### src/rtl/drive_ramp_sequencer.sv
// Ramp sequencer for a two-channel PWM drive: ramps speed codes toward a commanded
// target one code per step, holds for a number of ticks, then decelerates to stop.
module drive_ramp_sequencer #(
  parameter int TICK_DIV   = 128,
  parameter int RAMP_TICKS = 4
) (
  input  logic       CLK,
  input  logic       RST_N,
  input  logic       CMD_VALID,
  output logic       CMD_READY,
  input  logic [1:0] CMD_SPEED_A,
  input  logic [1:0] CMD_SPEED_B,
  input  logic [7:0] CMD_TICKS,
  input  logic       ABORT,
  output logic [1:0] DriveA,
  output logic [1:0] DriveB,
  output logic       BUSY,
  output logic       DONE
);

  localparam int PW = (TICK_DIV > 1) ? $clog2(TICK_DIV) : 1;
  localparam int SW = (RAMP_TICKS > 1) ? $clog2(RAMP_TICKS) : 1;
  localparam logic [PW-1:0] PRESC_LAST = PW'(TICK_DIV - 1);
  localparam logic [SW-1:0] STEP_LAST  = SW'(RAMP_TICKS - 1);

  typedef enum logic [1:0] {IDLE, RAMP, HOLD, DECEL} state_t;

  state_t state, next_state;

  logic [1:0]    tgt_a, tgt_b, pend_a, pend_b;
  logic [7:0]    tgt_ticks, pend_ticks, hold_cnt;
  logic          pend_valid, done_q, ready_en;
  logic [PW-1:0] presc;
  logic [SW-1:0] step_cnt;

  logic [1:0]    a_nxt, b_nxt, tgt_a_nxt, tgt_b_nxt, pend_a_nxt, pend_b_nxt;
  logic [7:0]    tgt_ticks_nxt, pend_ticks_nxt, hold_nxt;
  logic          pend_valid_nxt, done_set;
  logic          tick, step, fire, clear_cnt, hold_expired;

  // Code 3 is not a legal speed; it is folded onto half speed at capture.
  function automatic logic [1:0] fix_code(input logic [1:0] c);
    return (c == 2'd3) ? 2'd1 : c;
  endfunction

  function automatic logic [1:0] step_toward(input logic [1:0] cur, input logic [1:0] tgt);
    if (cur < tgt)      return cur + 2'd1;
    else if (cur > tgt) return cur - 2'd1;
    else                return cur;
  endfunction

  // ready_en keeps CMD_READY low until the first edge after reset is released.
  assign CMD_READY    = ready_en & ~pend_valid & ~ABORT;
  assign fire         = CMD_VALID & CMD_READY;
  assign BUSY         = (state != IDLE);
  assign DONE         = done_q;
  assign tick         = (presc == PRESC_LAST);
  assign step         = tick && (step_cnt == STEP_LAST);
  assign clear_cnt    = (next_state != state) || (state == IDLE);
  assign hold_expired = (hold_cnt == 8'd0) || (tick && (hold_cnt == 8'd1));

  always_comb begin
    next_state     = state;
    a_nxt          = DriveA;
    b_nxt          = DriveB;
    tgt_a_nxt      = tgt_a;
    tgt_b_nxt      = tgt_b;
    tgt_ticks_nxt  = tgt_ticks;
    pend_valid_nxt = pend_valid;
    pend_a_nxt     = pend_a;
    pend_b_nxt     = pend_b;
    pend_ticks_nxt = pend_ticks;
    hold_nxt       = hold_cnt;
    done_set       = 1'b0;

    if (fire && (state != IDLE)) begin
      pend_valid_nxt = 1'b1;
      pend_a_nxt     = fix_code(CMD_SPEED_A);
      pend_b_nxt     = fix_code(CMD_SPEED_B);
      pend_ticks_nxt = CMD_TICKS;
    end

    case (state)
      IDLE: begin
        // A command left pending at the end of a decel is launched from here.
        if (ABORT) begin
          pend_valid_nxt = 1'b0;
        end else if (fire) begin
          tgt_a_nxt     = fix_code(CMD_SPEED_A);
          tgt_b_nxt     = fix_code(CMD_SPEED_B);
          tgt_ticks_nxt = CMD_TICKS;
          next_state    = RAMP;
        end else if (pend_valid) begin
          tgt_a_nxt      = pend_a;
          tgt_b_nxt      = pend_b;
          tgt_ticks_nxt  = pend_ticks;
          pend_valid_nxt = 1'b0;
          next_state     = RAMP;
        end
      end
      RAMP: begin
        if (ABORT) begin
          pend_valid_nxt = 1'b0;
          tgt_a_nxt      = 2'd0;
          tgt_b_nxt      = 2'd0;
          next_state     = DECEL;
        end else begin
          if (step) begin
            a_nxt = step_toward(DriveA, tgt_a);
            b_nxt = step_toward(DriveB, tgt_b);
          end
          if ((a_nxt == tgt_a) && (b_nxt == tgt_b)) begin
            hold_nxt   = tgt_ticks;
            next_state = HOLD;
          end
        end
      end
      HOLD: begin
        if (ABORT) begin
          pend_valid_nxt = 1'b0;
          tgt_a_nxt      = 2'd0;
          tgt_b_nxt      = 2'd0;
          next_state     = DECEL;
        end else if (hold_expired) begin
          // A command arriving on the expiry edge chains directly instead of parking.
          if (pend_valid) begin
            tgt_a_nxt      = pend_a;
            tgt_b_nxt      = pend_b;
            tgt_ticks_nxt  = pend_ticks;
            pend_valid_nxt = 1'b0;
            next_state     = RAMP;
          end else if (fire) begin
            tgt_a_nxt      = fix_code(CMD_SPEED_A);
            tgt_b_nxt      = fix_code(CMD_SPEED_B);
            tgt_ticks_nxt  = CMD_TICKS;
            pend_valid_nxt = 1'b0;
            next_state     = RAMP;
          end else begin
            tgt_a_nxt  = 2'd0;
            tgt_b_nxt  = 2'd0;
            next_state = DECEL;
          end
        end else if (tick) begin
          hold_nxt = hold_cnt - 8'd1;
        end
      end
      DECEL: begin
        if (ABORT) pend_valid_nxt = 1'b0;
        if (step) begin
          a_nxt = step_toward(DriveA, 2'd0);
          b_nxt = step_toward(DriveB, 2'd0);
        end
        if ((a_nxt == 2'd0) && (b_nxt == 2'd0)) begin
          done_set   = 1'b1;
          next_state = IDLE;
        end
      end
      default: next_state = IDLE;
    endcase
  end

  // Prescaler and step counter restart on every state entry.
  always_ff @(posedge CLK or negedge RST_N) begin
    if (!RST_N) begin
      state      <= IDLE;
      DriveA     <= 2'd0;
      DriveB     <= 2'd0;
      tgt_a      <= 2'd0;
      tgt_b      <= 2'd0;
      tgt_ticks  <= 8'd0;
      pend_valid <= 1'b0;
      pend_a     <= 2'd0;
      pend_b     <= 2'd0;
      pend_ticks <= 8'd0;
      hold_cnt   <= 8'd0;
      presc      <= '0;
      step_cnt   <= '0;
      done_q     <= 1'b0;
      ready_en   <= 1'b0;
    end else begin
      state      <= next_state;
      DriveA     <= a_nxt;
      DriveB     <= b_nxt;
      tgt_a      <= tgt_a_nxt;
      tgt_b      <= tgt_b_nxt;
      tgt_ticks  <= tgt_ticks_nxt;
      pend_valid <= pend_valid_nxt;
      pend_a     <= pend_a_nxt;
      pend_b     <= pend_b_nxt;
      pend_ticks <= pend_ticks_nxt;
      hold_cnt   <= hold_nxt;
      done_q     <= done_set;
      ready_en   <= 1'b1;
      if (clear_cnt || tick) presc <= '0;
      else                   presc <= presc + 1'b1;
      if (clear_cnt)         step_cnt <= '0;
      else if (tick)         step_cnt <= (step_cnt == STEP_LAST) ? '0 : step_cnt + 1'b1;
    end
  end

endmodule

### config.mk
export PLATFORM = sky130hd
export DESIGN_NAME = drive_ramp_sequencer
export DESIGN_NICKNAME = d
export VERILOG_FILES = /design/src/rtl/drive_ramp_sequencer.sv
export SDC_FILE = /design/constraint.sdc
export NUM_CORES = 1
export LEC_CHECK = 0
export CAP_MARGIN = 30
export CORE_AREA = 5 5 90 92
export CTS_BUF_LIST = sky130_fd_sc_hd__clkbuf_8
export DETAILED_ROUTE_END_ITERATION = 10
export DIE_AREA = 0 0 95 97
export GPL_TIMING_DRIVEN = 0
export HOLD_SLACK_MARGIN = 0.1
export SYNTH_ARGS = -nofsm -noshare
export SYNTH_HDL_FRONTEND = slang
export SYNTH_SLANG_ARGS = --single-unit
### constraint.sdc
create_clock -name CLK -period 3.33 [get_ports CLK]
set_input_delay 0.666 -clock CLK [delete_from_list [all_inputs] [get_ports CLK]]
set_output_delay 0.666 -clock CLK [all_outputs]
set_load 0.05 [all_outputs]
==> impl_metrics.json <==
{
  "run_status": "complete, no violations",
  "synthTopCellsByArea": "dfrtp_1, ha_1, mux2_2",
  "r2r_start": "DriveA[0]",
  "worstSetupPathType": "flip-flop to output port",
  "place.gp.congestion": 0.859,
  "grt.total_usage_pct": 16.0,
  "final_area_um2": 3690,
  "multiInputGateArea_um2": 1840,
  "dr.pass1.iters": 4,
  "ys_ff_latch": 50,
  "synth_most_common_cell": "dfrtp_1",
  "synth_cell_types": 50,
  "async_flop_share_pct": 100,
  "setup_viol": 0,
  "p_leak_nw": 1.48,
  "rows": 31,
  "yosysSeqAreaShare_pct": 39.4,
  "final_nets": 401,
  "grt_pass1_vias": 2556,
  "cts_root_buf": "clkbuf_8",
  "ir_drop_mv": 0.366,
  "p_per_area_nw_per_um2": 758,
  "die_area_um2": 9220,
  "final_cells": 468,
  "synthCells": 335,
  "synth_area_um2": 3170,
  "slew_viol_final": 0,
  "path_clk_slew_ns": 0.10,
  "core_um2": 7140,
  "ff2ff_setup_slack_ns": 0.33,
  "cts_inserted_buffers": 5,
  "fmax_mhz": 326,
  "ios": 23,
  "syn_avg_cell_area_um2": 9.48,
  "cp_max_fo": 9,
  "diodes": 0,
  "drive_above_1_share_pct": 10.8,
  "fin_skew_ns": 0.00870,
  "grt_first_pass_wirelength_um": 12200,
  "fill_cells": 711,
  "timing.final.crit_share_pct": 92.0,
  "rsz0062_at_grt": "false",
  "cts.path.max_buffers": 2,
  "cp.required_ns": 2.66,
  "hold_viol": 0,
  "cts_tree": "yes",
  "setup_tns_ns": 0,
  "synthToLayoutAreaGrowth_pct": 16.4,
  "io_buffers": 22,
  "drc": 0,
  "cap_violations": 0,
  "wl_per_cell_um": 14.7,
  "synth-edff-count": 0,
  "die_height_um": 97,
  "finalWirelength_um": 6880,
  "ys_top_cells_by_count": "dfrtp_1, nor2_1, a21oi_1",
  "grt-ovfl-total": 0,
  "worstSetupEndpointType": "output port",
  "grt_max_degree": 27,
  "initial_core_util_pct": 44.5,
  "ys.flop_type": "dfrtp_1",
  "synthesis.nets": 368,
  "die_x_um": 95,
  "cp.arrival_ns": 2.40,
  "clkSinkCount": 50,
  "fin_crit_ns": 3.07,
  "placed_area_um2": 3550,
  "r2r_cells": 11,
  "dp_cells": 458,
  "synth_top_cell_by_area": "dfrtp_1",
  "viasPerCell": 5.54,
  "fin_util_pct": 51.8,
  "seq_area_um2": 1250,
  "ant_nets": 0,
  "slew_headroom_pct": 43.6,
  "first_iter_violations": 158,
  "cts_hold_buf": 0,
  "max_slew.worst_pin.slew_ns": 0.841,
  "r2r_end": "presc[5]",
  "antenna_found_initial": 0,
  "hold_path.class": "primary input to asynchronous set/reset pin",
  "p_total_mw": 2.80,
  "synth_top_area_share_pct": 39.4,
  "clock_latency_ns": 0.31,
  "ys.warnings.count": 0,
  "num_vias": 2595,
  "critPathLaunchType": "flip-flop",
  "htree_levels": 2,
  "hpwlAfterDp_um": 5200
}
-- how the worst max path moves through the flow --
stage / to / from / depth (start not counted) / slack, ns
2_1_floorplan: presc[1] / DriveA[0] / 10 / 0.12
3_3_place_gp: DriveA[0] / RST_N / 1 / 0.03
3_5_place_dp: presc[2] / DriveA[0] / 10 / 0.08
4_1_cts: presc[2] / DriveA[0] / 10 / 0.06
5_1_grt: presc[1] / DriveA[0] / 11 / 0.08
6_report: BUSY / state[0] / 5 / 0.26
-- cell type report --
| class | instances | share of cell area [%] |
|---|---|---|
| clock buffer | 5 | 1.86 |
| multi-input combinational | 257 | 49.7 |
| tap | 99 | 3.35 |
| timing repair buffer | 26 | 6.98 |
| clock inverter | 3 | 1.32 |
| inverter | 17 | 1.73 |
| buffer | 11 | 1.19 |
| sequential | 50 | 33.9 |
-- worst max-delay path, cell delays in order (launching register included) --
cell and delay [ns]:
dfrtp_1 0.53, inv_1 0.12, ha_1 0.21, clkbuf_1 0.22
inv_1 0.18, clkdlybuf4s50_1 0.83
-- metrics by stage --
stage / worst slack [ns] / hold WS [ns]
floorplan: 0.123 / 0.370
global placement: 0.0273 / 0.489
detailed placement: 0.0787 / 0.491
CTS: 0.0590 / 0.362
global route: 0.0754 / 0.385
finish: 0.265 / 0.344
-- placed cells by master (no fill, tap or decap), types with 4 or more instances in the layout --
cell,instances
nand3_1,13
o21ai_0,14
a211oi_1,4
nor4_1,6
nor3b_1,8
nor2b_1,7
nor2_1,31
clkbuf_1,6
mux2_2,16
o41ai_1,4
inv_1,17
nand2b_1,5
a21oi_1,29
ha_1,17
clkbuf_8,5
nor3_1,12
o2111ai_1,5
nand2_1,13
o31ai_1,4
o21a_1,5
clkdlybuf4s50_1,21
dfrtp_1,49
xor2_1,6
mux2i_1,15
-- repair_timing --
| item | 4_1_cts | 5_1_grt |
|---|---|---|
| hold endpoints to repair | 0 | 0 |
| setup endpoints to repair | 0 | 14 |
| gates resized for setup | 0 | 4 |
| buffers inserted | 0 | 2 |
-- layer usage --
metal / track usage, % / routed length (µm)
met2: 25.1 / 3130
met3: 2.95 / 196
met5: 0 / 0
met4: 3.33 / 66
met1: 23.0 / 3480
-- sequential cells by signal, indices dropped and copies added, names as in the netlist --
name / count
hold_cnt: 8
pend_ticks: 8
tgt_ticks: 8
presc: 7
DriveA: 2
DriveB: 2
pend_a: 2
pend_b: 2
state: 2
step_cnt: 2
tgt_a: 2
tgt_b: 2
DONE: 1
pend_valid: 1
ready_en: 1
-- cells by family (layout without fill, tap and decap cells) --
logic type	count (synthesis)	in the layout	share of synthesized area, %
xor+xnor	8	8	2.21
simple gates	111	111	18.5
other cells	1	1	0.118
mux	31	31	10.4
fa+ha+maj	17	17	6.70
compound gates	89	89	19.3
buf+inv	28	62	3.39
flops	50	50	39.4
-- report_power, final --
part           switching (mW)  internal [mW]  total (mW)  leakage [nW]
Clock                   0.221          0.229       0.450        0.0563
Sequential              0.178          0.815       0.993         0.620
Combinational           0.773          0.586        1.36         0.800
(Power assumes the default switching activity.)
